$ cat src/rtl/ibex_mem_arbiter.sv
// Shares one single-port SRAM between the Ibex instruction and data ports.
// Provides bounded-fairness arbitration, address-range errors and per-port one-cycle responses.
module ibex_mem_arbiter #(
    parameter logic [31:0] MemStart      = 32'h0000_0000,
    parameter int unsigned MemSize       = 8192,
    parameter int unsigned InstrBurstMax = 4
) (
    input  logic        clk_i,
    input  logic        rst_ni,

    input  logic        instr_req_i,
    input  logic [31:0] instr_addr_i,
    output logic        instr_gnt_o,
    output logic        instr_rvalid_o,
    output logic [31:0] instr_rdata_o,
    output logic        instr_err_o,

    input  logic        data_req_i,
    input  logic        data_we_i,
    input  logic [3:0]  data_be_i,
    input  logic [31:0] data_addr_i,
    input  logic [31:0] data_wdata_i,
    output logic        data_gnt_o,
    output logic        data_rvalid_o,
    output logic [31:0] data_rdata_o,
    output logic        data_err_o,

    output logic        mem_req_o,
    output logic        mem_we_o,
    output logic [3:0]  mem_be_o,
    output logic [31:0] mem_addr_o,
    output logic [31:0] mem_wdata_o,
    input  logic [31:0] mem_rdata_i
);

    localparam logic [31:0] AddrMask = ~(32'(MemSize) - 32'd1);
    localparam logic [3:0]  BurstMax = 4'(InstrBurstMax);

    logic [3:0]  r_burst_cnt;
    logic        r_rsp_valid;
    logic        r_rsp_port;
    logic        r_rsp_err;
    logic        r_rsp_rd;

    logic        w_instr_in_range;
    logic        w_data_in_range;
    logic        w_data_win;
    logic        w_instr_win;
    logic        w_grant;
    logic [31:0] w_instr_off;
    logic [31:0] w_data_off;
    logic [3:0]  w_burst_cnt_nxt;

    assign w_instr_in_range = (instr_addr_i & AddrMask) == MemStart;
    assign w_data_in_range  = (data_addr_i & AddrMask) == MemStart;
    assign w_instr_off      = instr_addr_i - MemStart;
    assign w_data_off       = data_addr_i - MemStart;

    // NOTE: grants are gated by rst_ni so that nothing (including an SRAM write) escapes while reset is held.
    assign w_data_win  = rst_ni & data_req_i & (~instr_req_i | (r_burst_cnt == BurstMax));
    assign w_instr_win = rst_ni & instr_req_i & ~w_data_win;
    assign w_grant     = w_instr_win | w_data_win;

    assign instr_gnt_o = w_instr_win;
    assign data_gnt_o  = w_data_win;

    // NOTE: every output of this block gets a default first, so no path can infer a latch.
    always_comb begin
        mem_req_o   = 1'b0;
        mem_we_o    = 1'b0;
        mem_be_o    = 4'h0;
        mem_addr_o  = 32'h0;
        mem_wdata_o = 32'h0;
        if (w_instr_win && w_instr_in_range) begin
            mem_req_o  = 1'b1;
            mem_be_o   = 4'hF;
            mem_addr_o = {w_instr_off[31:2], 2'b00};
        end else if (w_data_win && w_data_in_range) begin
            mem_req_o   = 1'b1;
            mem_we_o    = data_we_i;
            mem_be_o    = data_be_i;
            mem_addr_o  = {w_data_off[31:2], 2'b00};
            mem_wdata_o = data_wdata_i;
        end
    end

    // Instruction streak length while data waits; any data grant or idle data port resets it.
    always_comb begin
        w_burst_cnt_nxt = r_burst_cnt;
        if (!data_req_i || w_data_win) begin
            w_burst_cnt_nxt = 4'd0;
        end else if (w_instr_win && (r_burst_cnt < BurstMax)) begin
            w_burst_cnt_nxt = r_burst_cnt + 4'd1;
        end
    end

    // NOTE: state is updated with non-blocking assignments only, so all registers see pre-edge values.
    always_ff @(posedge clk_i or negedge rst_ni) begin
        if (!rst_ni) begin
            r_burst_cnt <= 4'd0;
            r_rsp_valid <= 1'b0;
            r_rsp_port  <= 1'b0;
            r_rsp_err   <= 1'b0;
            r_rsp_rd    <= 1'b0;
        end else begin
            r_burst_cnt <= w_burst_cnt_nxt;
            r_rsp_valid <= w_grant;
            r_rsp_port  <= w_data_win;
            r_rsp_err   <= w_data_win ? ~w_data_in_range : (w_instr_win & ~w_instr_in_range);
            r_rsp_rd    <= w_instr_win | (w_data_win & ~data_we_i);
        end
    end

    assign instr_rvalid_o = r_rsp_valid & ~r_rsp_port;
    assign data_rvalid_o  = r_rsp_valid & r_rsp_port;
    assign instr_err_o    = instr_rvalid_o & r_rsp_err;
    assign data_err_o     = data_rvalid_o & r_rsp_err;
    assign instr_rdata_o  = (instr_rvalid_o && !r_rsp_err && r_rsp_rd) ? mem_rdata_i : 32'h0;
    assign data_rdata_o   = (data_rvalid_o && !r_rsp_err && r_rsp_rd) ? mem_rdata_i : 32'h0;

endmodule

$ cat config.mk
export PLATFORM = sky130hd
export DESIGN_NAME = ibex_mem_arbiter
export DESIGN_NICKNAME = d
export VERILOG_FILES = /design/src/rtl/ibex_mem_arbiter.sv
export SDC_FILE = /design/constraint.sdc
export NUM_CORES = 1
export LEC_CHECK = 0
export ABC_AREA = 1
export BUFFER_PORTS_ARGS = -buffer_cell sky130_fd_sc_hd__buf_2
export CAP_MARGIN = 20
export CORE_AREA = 2 2 106 108
export CTS_CLUSTER_DIAMETER = 100
export DETAILED_ROUTE_END_ITERATION = 8
export DIE_AREA = 0 0 108 110
export PLACE_DENSITY = 0.48
export SYNTH_ARGS = -nofsm -noshare
export SYNTH_HDL_FRONTEND = slang
export SYNTH_SLANG_ARGS = --single-unit
$ cat constraint.sdc
create_clock -name clk_i -period 3.3 [get_ports clk_i]
set_input_delay 0.495 -clock clk_i [delete_from_list [all_inputs] [get_ports clk_i]]
set_output_delay 0.495 -clock clk_i [all_outputs]
set_load 0.01 [all_outputs]
# == Word level (Yosys, flattened, before mapping) ==
# Cells that the tools add are included.
# word_totals
inputBits,137
regBits,8
elab_cells,55
# op_classes
n_eq_ne,1
n_lt_le_gt_ge,1
mux,15
bitwise_logic,19
reduce_logical,13
n_addsub,1
# ops
operator,count
2-to-1 mux 32 bit,6
logical NOT 32 bit,2
2-to-1 mux 4 bit,4
bitwise AND 1 bit,10
logical AND 1 bit,7
NOT 1 bit,6
2-to-1 mux 1 bit,5
adder 4 x 1 -> 4 bit (second input constant),1
equality test 4 x 3 -> 1 bit (second input constant),1
< comparator 4 x 3 -> 1 bit (second input constant),1
bitwise OR 1 bit,3
logical NOT 1 bit,2
nonzero test 2 bit,1
logical OR 1 bit,1

# == Logic depth before layout (Yosys ltp) ==
# Gate-level depths: netlist of run 1.
# depth
word_depth,8
mapped_depth,9

# == Least setup slack after synthesis of run 1 ==
# Ideal clock, no wire load.
# synth_path
path_type,register to output
start,register r_burst_cnt[0]
end,output mem_addr_o[10]
path_slack_ns,1.380
path_buffers,1
stages_incl_launch_ff,9
arrival_time_ns,1.425
required_ns,2.805
cell_sequence,dfrtp_1 inv_1 ha_1 nand3_2 a21oi_4 nor2_1 buf_2 nand3_1 nand2_1
# synth_via
elab_chain_cells,7
# synth_lines
item,line,rtl
start: declaration,39,logic [3:0] r_burst_cnt;
start signal: assignment,106,r_burst_cnt <= w_burst_cnt_nxt;
equality test 4 x 3 -> 1 bit,60,assign w_data_win = rst_ni & data_req_i & (~instr_req_i | (r_burst_cnt == BurstMax));
bitwise OR 1 bit,60,
bitwise AND 1 bit,60,
NOT 1 bit,61,assign w_instr_win = rst_ni & instr_req_i & ~w_data_win;
bitwise AND 1 bit,61,
named net instr_gnt_o,13,"output logic instr_gnt_o,"
logical AND 1 bit,74,if (w_instr_win && w_instr_in_range) begin
2-to-1 mux 32 bit,74,
end: declaration,31,"output logic [31:0] mem_addr_o,"
# The timed path passes the listed nets, and every way through them passes these cells.

# == Final worst setup path of run 1 ==
# layout_path
start,register r_burst_cnt[0]
end,output mem_be_o[1]
# layout_via
elab_chain_cells,7
# layout_lines
item,line,rtl
equality test 4 x 3 -> 1 bit *,60,
bitwise OR 1 bit *,60,
bitwise AND 1 bit *,60,
NOT 1 bit,61,
bitwise AND 1 bit,61,
logical AND 1 bit,74,
2-to-1 mux 4 bit *,74,
end: declaration,30,"output logic [3:0] mem_be_o,"
# Every way passes the cells marked *; elsewhere a longest branch is shown, timed or not.

==> metrics, run 1 <==
Hold Crit Class=in -> async; most area-consuming cells after synthesis=nor2_1, inv_1, dfrtp_1, buf_4, nand3_1; initial antenna violation count=1; all-layer global routing usage=12.1%; M2 GR Usage=between 20% and 30%; status=finished, final reports clean; startpoint types=register; grt peak-use layer=met2; Buf+Inv Stages, Crit Path=3; crit path DAT=2.18 ns; dpl hpwl=just over 7 mm; pin count of the biggest net entering global routing=38; first-pass GRT wire length=11.5 mm; final worst setup slack=around 0.63 ns; Final Non-Filler Cells=about 730; Pleak=2.33 nW; PortBufs=approximately 250; CTS Buffer Depth=2; WP data required=roughly 2.8 ns; ratio of cells with drive above 1 in the final layout=between 40% and 50%; CTS resizes=0; crit path cell chain=inv_1, ha_1, nand3_2, a21oi_4, nand3_2, buf_4, o21ai_0, buf_2; RSZ-0062 raised after global routing=no; worst reg-to-reg setup slack=1.40 ns; library cells used by synthesis=20; hold slack final=between 0.1 and 0.15 ns; area leader, netlist=nor2_1; CP top delay family=compound AO/OA/AOI/OAI gates; clock transition at the registers of the reported paths=0.04 ns; CP Max Fanout=37; Setup TNS=0 ns; post-synth top area share=23.0%; Achievable Freq=approximately 370 MHz; clock skew=0.00499 ns; CP Class=reg -> out; CTS tree=done; DIE WIDTH=108 um; dpl cells=720; vias in the first global route=2367; I/O Pins=277; endpoints failing setup=0; root buf cell=clkbuf_8; clock period minus worst slack=2.67 ns; drt wl/cell=approximately 11 um; Post-Syn Instances=338; Core Rows=38; DRT iter0 DRCs=roughly 140; grt total ovfl=0; hold-fix buffers at CTS=0; Starting Density=15.9%; pwr/cell area=143 nW/um^2; detailed-route wire length=8.13 mm; CTS H-Tree Depth=1; most frequent cells in the layout=buf_2, nor2_1, inv_1; met3 Usage GRT=roughly 2.8%; CTS Buf Count=3; DRT antenna net count=0; max-cap check violation count=0; Clock Latency Late Sink=0.23 ns; met1 Use GR=14.6%; first drt pass iteration count=4; crit path capture type=output pin; Netlist Area Pre-Place=around 1700 um^2; Seq/Total Area, Yosys=11.8%; via count=2756; CP max stage cell=dfrtp_1; most frequent CP cell=nand3_2; Final period util=81.0%; via/cell ratio=3.80; Hold Fails Final Rpt=0; core outline area=10700 um^2; Top FF cell, synth=dfrtp_1; pre-CTS setup slack=0.675 ns; Syn Area/Cell=5.03 um^2; Sink Count=8; overall power=0.440 mW; DRC violations left=0; Die ar.=11900 um^2; Area growth, synth to finish=81.4%; Pins Over Slew Limit=0; Post-synth EDFFs=0; most common cell after layout, fill and taps aside=buf_2; Post-CTS Setup Inserts=0; Yosys reg bits=8; Async SR Flop Fraction=100%; RePlAce Congestion=0.770; number of synthesis warnings=0; crit-path max cell delay=0.40 ns; VDD IR max=0.0727 mV; final net count=just over 700; die height=110 um
[synthesized netlist by cell type, drive strengths merged, types with 2 or more instances]
cell type	n
buf	28
o21ai	6
dfrtp	8
nor2	124
nand2	33
nand3	34
ha	2
or2	2
clkbuf	7
nor3	2
inv	87
[report_power, final]
group / total (mW) / leakage [nW] / internal, mW / switching (mW)
clock network: 0.118 / 0.0216 / 0.0790 / 0.0387
registers: 0.114 / 0.105 / 0.107 / 0.00654
logic: 0.208 / 2.20 / 0.0948 / 0.114
total: 0.440 / 2.33 / 0.281 / 0.159
[metrics by stage]
stage               area, um^2  util, %
finish                    3080     28.8
global route              3080     28.8
CTS                       3070     28.7
detailed placement        3020     28.3
global placement          3020     28.3
floorplan                 1770        -
[registers in the layout, summed over array words and instances, names as in the netlist]
name,count
r_rsp_err,1
r_rsp_valid,1
r_burst_cnt,4
r_rsp_rd,1
r_rsp_port,1
[per-layer routing]
metal / routed length, um / vias to the layer above
met5: 0 / -
met4: 78 / 0
met3: 900 / 6
met2: 3970 / 169
met1: 3190 / 1168
li1: - / 1413
[cell families after synthesis]
logic type | Yosys count | synth area share, %
flops | 8 | 11.8
simple gates | 195 | 49.3
xor+xnor | 1 | 0.516
compound gates | 9 | 3.61
fa+ha+maj | 2 | 1.47
buf+inv | 122 | 33.1
other cells | 1 | 0.221
[area by class of cell]
cell class,instances,area [um^2]
Timing Repair Buffer,258,1320
Tap cell,140,175
Sequential cell,8,200
Clock buffer,3,41.3
Fill cell,1252,7610
Inverter,87,327
Multi-Input combinational cell,228,1020
Antenna cell,1,2.50
[worst paths after layout]
| kind | start | to | cells after the start |
|---|---|---|---|
| max | r_burst_cnt[0]$_DFFE_PN0P_ | mem_be_o[1] | 8 |
| max in group asynchronous | rst_ni | r_rsp_err$_DFF_PN0_ | 1 |
| max reg2reg | r_burst_cnt[0]$_DFFE_PN0P_ | r_rsp_err$_DFF_PN0_ | 8 |
| min | rst_ni | r_rsp_port$_DFF_PN0_ | 1 |
| min reg2reg | r_burst_cnt[3]$_DFFE_PN0P_ | r_burst_cnt[3]$_DFFE_PN0P_ | 2 |
| min in group clk_i | data_we_i | r_rsp_rd$_DFF_PN0_ | 2 |
Note: power is estimated with default switching activity, not from simulation.
==> run 2, diff against run 1 <==
==> constraint.sdc (replaced) <==
create_clock -name clk_i -period 2.6 [get_ports clk_i]
set_input_delay 0.39 -clock clk_i [delete_from_list [all_inputs] [get_ports clk_i]]
set_output_delay 0.39 -clock clk_i [all_outputs]
set_load 0.01 [all_outputs]
==> run 2 against run 1 <==
Wire length increased by 0.44%. Register-to-register slack worse by 0.40 ns. Sequential share of layout area hardly changed. Via count up 0.11%. Clock skew fell by 0.0031 ns. Worst setup slack got worse by 0.42 ns. First-iteration DRC count increased by 19%. Combinational power rose by 28%. Sequential power up 27%. Cell count increased by 0.28%. Cell area increased by 0.32%. Critical path depth up 1. Largest cell class unchanged. Largest power group unchanged.
==> metrics, run 2 (synthesized netlist as in run 1, its figures left out) <==
first drt pass iteration count=4; Die ar.=about 12000 um^2; Sink Count=8; CP Launch Point=r_burst_cnt[0]$_DFFE_PN0P_; most common cell after layout, fill and taps aside=buf_2; CTS Buffer Depth=2; crit path DAT=about 2 ns; Reg with most FFs=r_burst_cnt; hold-fix buffers at CTS=0; Achievable Freq=417 MHz; pre-CTS setup slack=0.173 ns; dpl hpwl=7.32 mm; final net count=727; CTS resizes=1; clock skew=0.00192 ns; Setup TNS=0 ns; pin count of the biggest net entering global routing=38; reg2reg start=r_burst_cnt[0]$_DFFE_PN0P_; Comb pwr share=47.7%; DRT antenna net count=0; via count=between 2000 and 3000; Reg power frac=26.1%; endpoints failing setup=0; startpoint types=register; CP Max Fanout=9; grt total ovfl=0; wl on met1=roughly 3.2 mm; I/O Pins=between 200 and 300; core outline area=10700 um^2; status=finished, final reports clean; met2 routed WL=3.92 mm; CTS H-Tree Depth=1; DRT iter0 DRCs=172; number of flip-flops in the largest register=4; PortBufs=roughly 250; clock period minus worst slack=2.40 ns; all-layer global routing usage=11.8%; Pleak=2.33 nW; DIE WIDTH=108 um; r2r endpoint=r_rsp_err$_DFF_PN0_; RSZ-0062 raised after global routing=no; detailed-route wire length=8.17 mm; vias in the first global route=2312; clock transition at the registers of the reported paths=about 0.040 ns; reg2reg path depth=7; Hold Crit Class=in -> async; switching power=around 0.2 mW; root buf cell=clkbuf_8; VDD IR max=around 0.13 mV; Clk pwr share=26.2%; top sig layer=met4; CTS tree=done; Pins Over Slew Limit=0; CP Class=reg -> out; CTS Buf Count=3; Core Rows=38; worst reg-to-reg setup slack=1.00 ns; pwr/cell area=between 150 and 200 nW/um^2; ratio of cells with drive above 1 in the final layout=49.5%; Area growth, synth to finish=82.0%; Hold Fails Final Rpt=0; Post-CTS Setup Inserts=0; most frequent cells in the layout=buf_2, nor2_1, inv_1; final worst setup slack=0.203 ns; via/cell ratio=3.80; Clock Latency Late Sink=0.22 ns; Final period util=92.2%; routed wl met3=902 um; die height=approximately 110 um; initial antenna violation count=1; drt wl/cell=between 10 and 15 um; Layout fillers=1249; CP Capture Point=mem_addr_o[12]; RePlAce Congestion=0.759; Sw Ratio=36.0%; cell-internal power=0.357 mW; WP data required=about 2.2 ns; first-pass GRT wire length=11.1 mm; Starting Density=between 15 and 20%; crit path capture type=output pin; DRC violations left=0; max-cap check violation count=0
## run 2: cell count changes in the layout (fill, tap and decap cells not counted)
cell	delta
buf_4	+3
buf_8	-1
nor2_1	-1
nor2_2	+1
## run 2: per-stage QoR
step                      cells  total power, mW  instance area, um^2  util (%)  hold slack (ns)
final                       727            0.557                 3090      28.9           0.0967
after global routing        726            0.605                 3090      28.9            0.116
after CTS                   726            0.563                 3090      28.9           0.0978
after detailed placement    723            0.414                 3050      28.5            0.338
after global placement      723            0.409                 3050      28.5            0.330
after floorplan             358            0.286                 1770         -           0.0944
## run 2: critical path: stages, from the launching register on
cell	delay, ns
dfrtp_1	0.38
inv_1	0.06
ha_1	0.20
nand3_2	0.10
a21oi_4	0.08
nor2_2	0.37
buf_4	0.27
nand3_1	0.11
nand2_1	0.08
buf_2	0.13
## run 2: worst min-delay path by stage
stage / depth (start not counted) / startpoint / slack (ns) / to
2_1_floorplan: 0 / rst_ni / 0.09 / r_burst_cnt[0]$_DFFE_PN0P_
3_3_place_gp: 2 / rst_ni / 0.33 / r_burst_cnt[0]$_DFFE_PN0P_
3_5_place_dp: 2 / rst_ni / 0.34 / r_burst_cnt[1]$_DFFE_PN0P_
4_1_cts: 2 / rst_ni / 0.1 / r_burst_cnt[1]$_DFFE_PN0P_
5_1_grt: 2 / rst_ni / 0.12 / r_burst_cnt[0]$_DFFE_PN0P_
6_report: 2 / rst_ni / 0.1 / r_burst_cnt[0]$_DFFE_PN0P_
## run 2: final cells by class
class                      count  area [um^2]  share of cell area (%)
timing repair buffer         260         1320                    42.8
multi-input combinational    228         1020                    33.1
inverter                      87          327                    10.6
sequential                     8          200                    6.47
tap                          140          175                    5.66
clock buffer                   3         41.3                    1.33
antenna                        1         2.50                  0.0809
## run 2: power by group through the flow
stage	Sequential, mW	Clock [mW]	Combinational, mW
global placement	0.146	0	0.263
CTS	0.145	0.150	0.269
finish	0.145	0.146	0.266
detailed placement	0.147	0	0.268
global route	0.147	0.155	0.303
floorplan	0.145	0	0.142
## run 2: layer usage
layer	vias up	track usage, %
met5	-	0
met4	0	2.47
met3	8	2.35
met2	174	21.2
met1	1157	14.5
li1	1420	-
==> run 3, diff against run 2 <==
--- a/config.mk
+++ b/config.mk
@@ -12,7 +12,6 @@
 export CTS_CLUSTER_DIAMETER = 100
 export DETAILED_ROUTE_END_ITERATION = 8
 export DIE_AREA = 0 0 108 110
-export PLACE_DENSITY = 0.48
 export SYNTH_ARGS = -nofsm -noshare
 export SYNTH_HDL_FRONTEND = slang
 export SYNTH_SLANG_ARGS = --single-unit
==> run 3 against run 2 <==
Clock skew grew 0.0026 ns. Combinational power is essentially flat. Largest cell class unchanged. Hold slack lost 0.084 ns. Clock-buffer cell count is the same. Cell area grew 0.81%. Sequential power is essentially flat.
==> metrics, run 3 (synthesized netlist as in run 1, its figures left out) <==
CTS tree=done; I/O Pins=about 280; worst reg-to-reg setup slack=1.07 ns; RePlAce Congestion=0.795; dpl cells=724; startpoint types=register; Achievable Freq=426 MHz; die height=110 um; pin count of the biggest net entering global routing=38; Hold Crit Class=in -> async; number of flip-flops in the largest register=4; VDD IR max=0.121 mV; most common cell after layout, fill and taps aside=buf_2; first-pass GRT wire length=11.6 mm; core outline area=approximately 11000 um^2; DIE WIDTH=108 um; DRT antenna net count=0; hold-fix buffers at CTS=0; Clock Latency Late Sink=0.23 ns; Pins Over Slew Limit=0; Sink Count=8; fin util=29.1%; initial antenna violation count=3; PortBufs=251; final worst setup slack=0.252 ns; Die ar.=about 12000 um^2; CTS H-Tree Depth=1; overall power=0.559 mW; drt wl/cell=about 12 um; Starting Density=between 10% and 20%; hold slack final=0.0131 ns; CP Capture Point=mem_be_o[2]; dpl hpwl=7.91 mm; clock period minus worst slack=2.35 ns; Core Rows=38; Hold Fails Final Rpt=0; most frequent cells in the layout=buf_2, nor2_1, inv_1; pre-CTS setup slack=0.388 ns; CTS Buf Count=3; grt total ovfl=0; clock transition at the registers of the reported paths=~0.040 ns; DRC violations left=0; RSZ-0062 raised after global routing=no; reg2reg path depth=7; Reg with most FFs=r_burst_cnt; CP Max Fanout=37; CP Launch Point=r_burst_cnt[0]$_DFFE_PN0P_; r2r endpoint=r_rsp_err$_DFF_PN0_; CTS Buffer Depth=2; endpoints failing setup=0; CP Class=reg -> out; Pleak=~2.3 nW; reg2reg start=r_burst_cnt[0]$_DFFE_PN0P_; Layout fillers=around 1300; WP data required=roughly 2.2 ns; detailed-route wire length=approximately 8.9 mm; root buf cell=clkbuf_8; DP Area=3070 um^2; vias in the first global route=approximately 2200; pwr/cell area=179 nW/um^2; Final period util=90.3%; Area growth, synth to finish=83.5%; Final Non-Filler Cells=730; status=finished, final reports clean; DRT iter0 DRCs=136; via/cell ratio=3.76; Setup TNS=0 ns; final net count=728; ratio of cells with drive above 1 in the final layout=around 50%; crit path capture type=output pin; via count=around 2700; max-cap check violation count=0; clock skew=about 0.0045 ns; crit path DAT=1.96 ns; all-layer global routing usage=12.9%; first drt pass iteration count=4; cell area after layout=3120 um^2
-- run 3: timing repair --
item                       4_1_cts  5_1_grt
hold endpoints to repair         0        0
resized for setup                0        1
buffers inserted                 0        0
setup endpoints to repair        0        2
-- run 3: where the power goes --
group,switching [mW],internal (mW)
clock,0.0482,0.100
sequential,0.00929,0.136
combinational,0.144,0.122
total,0.201,0.358
-- run 3: critical path, stage by stage, from the launching register on --
cell     delay [ns]
dfrtp_1        0.41
inv_1          0.08
ha_1           0.15
nand3_2        0.11
a21oi_4        0.23
nand3_2        0.15
buf_12         0.20
o21ai_0        0.22
buf_2          0.17
-- run 3: metal layers --
layer / up-vias / part of all wire (%) / global-route usage, %
met5: - / 0 / 0
met4: 0 / 0 / 1.37
met3: 0 / 9.3 / 2.35
met2: 169 / 53 / 26.1
met1: 1154 / 38 / 14.4
li1: 1422 / - / -
-- run 3: cell type report --
cell class | count | area [um^2] | share of cell area, %
antenna | 3 | 7.51 | 0.241
clock buffer | 3 | 41.3 | 1.32
inverter | 87 | 327 | 10.5
multi-input combinational | 228 | 1020 | 32.8
sequential | 8 | 200 | 6.42
tap | 140 | 175 | 5.62
timing repair buffer | 261 | 1340 | 43.1
-- run 3: worst min-delay path by stage --
stage | startpoint | end | slack [ns] | cells past startpoint
after floorplan | rst_ni | r_burst_cnt[0]$_DFFE_PN0P_ | 0.09 | 0
after global placement | rst_ni | r_burst_cnt[2]$_DFFE_PN0P_ | 0.26 | 1
after CTS | rst_ni | r_burst_cnt[1]$_DFFE_PN0P_ | 0.01 | 1
after global routing | rst_ni | r_burst_cnt[1]$_DFFE_PN0P_ | 0.02 | 1
final | rst_ni | r_burst_cnt[0]$_DFFE_PN0P_ | 0.01 | 1
after detailed placement | rst_ni | r_burst_cnt[2]$_DFFE_PN0P_ | 0.26 | 1
